### src/rtl/interrupt_controller_pkg.sv
// Shared definitions for the interrupt controller: default sizing,
// handler-vector arithmetic and the controller state encoding.
package interrupt_controller_pkg;

    localparam int         NUM_IRQ_DEF    = 4;
    localparam logic [7:0] VEC_BASE_DEF   = 8'hF0;
    localparam int         VEC_STRIDE_DEF = 4;

    // Controller phases of one interrupt delivery
    typedef enum logic [1:0] {
        ST_IDLE    = 2'd0,
        ST_ASSERT  = 2'd1,
        ST_SERVICE = 2'd2
    } irq_state_e;

    // Index width that stays legal for a single request line
    function automatic int idx_width(input int n);
        return (n > 1) ? $clog2(n) : 1;
    endfunction

    // Handler address for a line index, wrapped into the 8-bit address space
    function automatic logic [7:0] vec_addr(input logic [7:0] base,
                                            input int         stride,
                                            input int         idx);
        return 8'(int'(base) + idx * stride);
    endfunction

endpackage

### src/rtl/irq_priority_encoder.sv
// Fixed-priority encoder: lowest-numbered active request wins.
module irq_priority_encoder
    import interrupt_controller_pkg::*;
#(
    parameter int NUM_IRQ = NUM_IRQ_DEF,
    parameter int IDX_W   = idx_width(NUM_IRQ)
) (
    input  logic [NUM_IRQ-1:0] req_i,
    output logic               valid_o,
    output logic [IDX_W-1:0]   idx_o
);

    // Scan from the top down so the lowest set bit is the last one written
    always_comb begin
        valid_o = |req_i;
        idx_o   = '0;
        for (int i = NUM_IRQ - 1; i >= 0; i--) begin
            if (req_i[i]) begin
                idx_o = IDX_W'(i);
            end
        end
    end

endmodule

### src/rtl/interrupt_controller.sv
// Vectored interrupt controller: edge-detected request lines, a mask
// register, fixed-priority arbitration and a one-request-at-a-time
// IDLE -> ASSERT -> SERVICE delivery sequence closed by rti.
module interrupt_controller
    import interrupt_controller_pkg::*;
#(
    parameter int         NUM_IRQ    = NUM_IRQ_DEF,
    parameter logic [7:0] VEC_BASE   = VEC_BASE_DEF,
    parameter int         VEC_STRIDE = VEC_STRIDE_DEF
) (
    input  logic               clk,
    input  logic               reset,
    input  logic [NUM_IRQ-1:0] irq,
    input  logic               mask_we,
    input  logic [NUM_IRQ-1:0] mask_wdata,
    input  logic               rti,
    output logic               interrupt,
    output logic [7:0]         int_addr,
    output logic               busy,
    output logic [NUM_IRQ-1:0] pending
);

    localparam int IDX_W = idx_width(NUM_IRQ);

    irq_state_e         state_q, state_d;
    logic [NUM_IRQ-1:0] irq_q;
    logic [NUM_IRQ-1:0] pending_q, pending_d;
    logic [NUM_IRQ-1:0] mask_q, mask_d;
    logic [7:0]         int_addr_q, int_addr_d;
    logic               armed_q;

    logic [NUM_IRQ-1:0] irq_edge;
    logic [NUM_IRQ-1:0] eligible;
    logic [NUM_IRQ-1:0] grant;
    logic               win_valid;
    logic [IDX_W-1:0]   win_idx;
    logic               take;

    // armed_q stays low for the first edge after reset so a line that is
    // already high at release is absorbed into irq_q rather than seen as new
    assign irq_edge = irq & ~irq_q & {NUM_IRQ{armed_q}};
    assign eligible = pending_q & mask_q;

    irq_priority_encoder #(
        .NUM_IRQ (NUM_IRQ),
        .IDX_W   (IDX_W)
    ) u_prio (
        .req_i   (eligible),
        .valid_o (win_valid),
        .idx_o   (win_idx)
    );

    // State register
    always_ff @(posedge clk or posedge reset) begin
        if (reset) begin
            state_q <= ST_IDLE;
        end else begin
            state_q <= state_d;
        end
    end

    // Next-state logic; rti only matters while a handler is in service
    always_comb begin
        state_d = state_q;
        case (state_q)
            ST_IDLE:    if (win_valid) state_d = ST_ASSERT;
            ST_ASSERT:  state_d = ST_SERVICE;
            ST_SERVICE: if (rti) state_d = ST_IDLE;
            default:    state_d = ST_IDLE;
        endcase
    end

    // State-decoded outputs and the grant strobe for the winning line
    always_comb begin
        interrupt = 1'b0;
        busy      = 1'b0;
        take      = 1'b0;
        grant     = '0;
        case (state_q)
            ST_IDLE: begin
                take  = win_valid;
                grant = win_valid ? (NUM_IRQ'(1) << win_idx) : '0;
            end
            ST_ASSERT: begin
                interrupt = 1'b1;
                busy      = 1'b1;
            end
            ST_SERVICE: begin
                busy = 1'b1;
            end
            default: begin
                interrupt = 1'b0;
            end
        endcase
    end

    // Pending/mask/vector next values; a fresh edge beats a same-cycle grant
    always_comb begin
        pending_d  = (pending_q & ~grant) | irq_edge;
        mask_d     = mask_we ? mask_wdata : mask_q;
        int_addr_d = take ? vec_addr(VEC_BASE, VEC_STRIDE, int'(win_idx))
                          : int_addr_q;
    end

    // Datapath registers
    always_ff @(posedge clk or posedge reset) begin
        if (reset) begin
            irq_q      <= '0;
            pending_q  <= '0;
            mask_q     <= '0;
            int_addr_q <= '0;
            armed_q    <= 1'b0;
        end else begin
            irq_q      <= irq;
            pending_q  <= pending_d;
            mask_q     <= mask_d;
            int_addr_q <= int_addr_d;
            armed_q    <= 1'b1;
        end
    end

    assign int_addr = int_addr_q;
    assign pending  = pending_q;

endmodule

### config.mk
export PLATFORM = sky130hd
export DESIGN_NAME = interrupt_controller
export DESIGN_NICKNAME = d
export VERILOG_FILES = /design/src/rtl/interrupt_controller_pkg.sv /design/src/rtl/irq_priority_encoder.sv /design/src/rtl/interrupt_controller.sv
export SDC_FILE = /design/constraint.sdc
export NUM_CORES = 1
export LEC_CHECK = 0
export CORE_UTILIZATION = 43
export DETAILED_ROUTE_END_ITERATION = 16
export GPL_ROUTABILITY_DRIVEN = 1
export HOLD_SLACK_MARGIN = 0.12
export MAX_ROUTING_LAYER = met4
export PLACE_DENSITY_LB_ADDON = 0.15
export SKIP_CTS_REPAIR_TIMING = 1
export SYNTH_ARGS = -nofsm -noshare
export SYNTH_HDL_FRONTEND = slang
export SYNTH_SLANG_ARGS = --single-unit
### constraint.sdc
create_clock -name clk -period 1.6 [get_ports clk]
set_input_delay 0.24 -clock clk [delete_from_list [all_inputs] [get_ports clk]]
set_output_delay 0.24 -clock clk [all_outputs]
set_load 0.05 [all_outputs]
==> flow_summary_export.csv <==
group,metric,value,unit
status,status,"finished, final reports clean",
cts,insertion_delay,280,ps
timing,min_period_over_period,0.922,
synthesis,yosys.area.top_type,"dfrtp_1",
critical_path,start_kind,"register",
critical_path,path_max_fanout,3,
timing,setup_viol,0,
route,vias_per_cell,4.70,
synthesis,synth.avg_cell_area,11.5,um^2
place,portBuffers,23,
synthesis,synth_top_area_frac,0.568,
synthesis,syn_area,793,um^2
timing,fin_skew,1.84,ps
floorplan,die_area,2020,um^2
run,cap_violations,0,
floorplan,rows,15,
route,dr.first_iter.drc_count,6,
synthesis,synth_area_leaders,"dfrtp_1 57%, mux2_2 5.7%, buf_4 4.7%, ha_1 4.7%, nand2_1 3.8%",
pwr,ir_worst_vdd,0.987,mV
floorplan,start_util,0.459,
route,wl_per_cell,11.4,um
cts,numClockSinks,18,
cts,cts_buffers,3,
final_layout,multiInputGateArea,289,um^2
critical_path,slowest_delay,390,ps
timing,rsz0062_at_grt,"false",
critical_path,path_cells,"inv_1 -> ha_2 -> buf_12",
floorplan,io_pins,26,
floorplan,core,1730,um^2
synthesis,ys_seq_area_frac,0.568,
pwr,leakagePower,0.494,nW
route,ant_nets,0,
critical_path,crit_family,"flip-flops",
final_layout,fill_cells,153,
critical_path,crit_required,1360,ps
synthesis,ys_warn_count,0,
critical_path,critical_path_arrival,1230,ps
cts,clkTransAtPathRegs,100,ps
route,drc_errors,0,
cts,cts_tree,"built",
global_routing,grt_max_degree,19,
final_layout,antenna_cells,0,
critical_path,cp-end-kind,"primary output",
timing,fmax,0.678,GHz
cts,root_buffer,"clkbuf_4",
global_routing,first_global_vias,473,
floorplan,die_w,45.0,um
global_routing,antenna_found_initial,0,
cts,cts-htree-levels,1,
final_layout,nNetsFinal,110,
route,first_pass_iters,4,
timing,slew_viol_final,0,
place,place_hpwl,1050,um
pwr,power.total,2.08,mW
timing,final.setup.tns,0,ps
pwr,power.density,1940,nW/um^2
final_layout,regArea,450,um^2
timing,fin_crit,1470,ps
route,postRouteWirelength,1350,um
global_routing,gr-total-overflow,0,
final_layout,layout-drive-gt1-share,0.287,
final_layout,area.growth.synth_to_final,34.9,%
global_routing,grt_pass1_wl,2130,um
route,dr_total_vias,559,
place,gp_congestion,0.794,
min_path,hold_path.class,"input port to asynchronous set/reset pin",
critical_path,cp_slowest_cell,"dfrtp_1",
global_routing,grt_use_total,0.155,
critical_path,path_buf_inv,2,
timing,hold_viol,0,
synthesis,ys_ff_latch,18,
synthesis,ys_types,21,
critical_path,critPathKind,"register to primary output",
cts,cts_buffer_depth,2,
synthesis,synth_cells,69,
floorplan,die_y,45.0,um
-- flip-flops by register name, indices dropped and copies added (netlist names) --
register and count:
armed_q 1, state_q 2, pending 4, irq_q 4, int_addr 3, mask_q 4
-- kinds of logic after synthesis --
family / synth area share
compound gates: 0.115
fa+ha+maj: 0.0473
buf+inv: 0.0757
flops: 0.568
mux: 0.0899
other cells: 0.00947
simple gates: 0.0946
-- cells in the mapped netlist, drive strengths merged --
| cell type | number |
|---|---|
| ha | 3 |
| nand2 | 9 |
| conb | 2 |
| a22oi | 1 |
| o21ai | 4 |
| buf | 5 |
| a32oi | 1 |
| nand3b | 1 |
| nand2b | 3 |
| dfrtp | 18 |
| a22o | 1 |
| a32o | 2 |
| a21oi | 4 |
| nand3 | 1 |
| nor2 | 2 |
| inv | 6 |
| mux2 | 6 |
-- cell type report --
cell class,count,area share
Sequential cell,18,0.421
Multi-Input combinational cell,41,0.270
Timing Repair Buffer,25,0.225
Clock buffer,4,0.0339
Tap cell,25,0.0292
Inverter,6,0.0211
-- report_power, final --
part           switching [mW]  leakage [nW]  internal (mW)
Clock                   0.131        0.0210          0.138
Combinational           0.679         0.263          0.456
Sequential              0.107         0.210          0.570
Total                   0.916         0.494           1.16
-- path summary, 6_finish.rpt --
kind | startpoint | end | slack (ps) | cells past startpoint
max | state_q[1]$_DFFE_PP0P_ | busy | 130 | 3
min | reset | int_addr[6]$_DFFE_PP0P_ | 250 | 3
max reg2reg | state_q[1]$_DFFE_PP0P_ | state_q[1]$_DFFE_PP0P_ | 150 | 5
min reg2reg | irq_q[2]$_DFF_PP0_ | pending[2]$_DFF_PP0_ | 420 | 1
max in group asynchronous | reset | state_q[0]$_DFFE_PP0P_ | 1150 | 3
min in group clk | irq[2] | irq_q[2]$_DFF_PP0_ | 420 | 1
-- worst min-delay path, cell delays in order --
cell	delay, ps
clkdlybuf4s50_1	390
inv_1	50
buf_4	240
-- placed cells by master (no fill, tap or decap), drive strengths merged, types with 2 or more instances in the layout --
cell	netlist	final
inv	6	6
dfrtp	18	18
ha	3	3
nor2	2	2
clkbuf	0	4
mux2	6	6
nand2b	3	3
buf	5	14
a32o	2	2
conb	2	3
a21oi	4	4
o21ai	4	4
nand2	9	9
clkdlybuf4s50	0	11
-- layer usage --
metal | track usage | part of all wire | vias to the layer above
li1 | - | - | 275
met1 | 0.213 | 0.47 | 264
met2 | 0.226 | 0.48 | 16
met3 | 0.0240 | 0.041 | 4
met4 | 0.0727 | 0.011 | 0
met5 | - | 0 | -
-- stage by stage --
stage	util	hold WS (ps)	cells	setup slack (ps)	instance area (um^2)
floorplan	-	179	70	42.6	797
global placement	0.597	404	115	182	1030
detailed placement	0.597	409	115	103	1030
CTS	0.618	255	119	84.3	1070
finish	0.620	255	119	126	1070
global route	0.620	289	119	61.1	1070
Note: power is estimated with default switching activity, not from simulation.
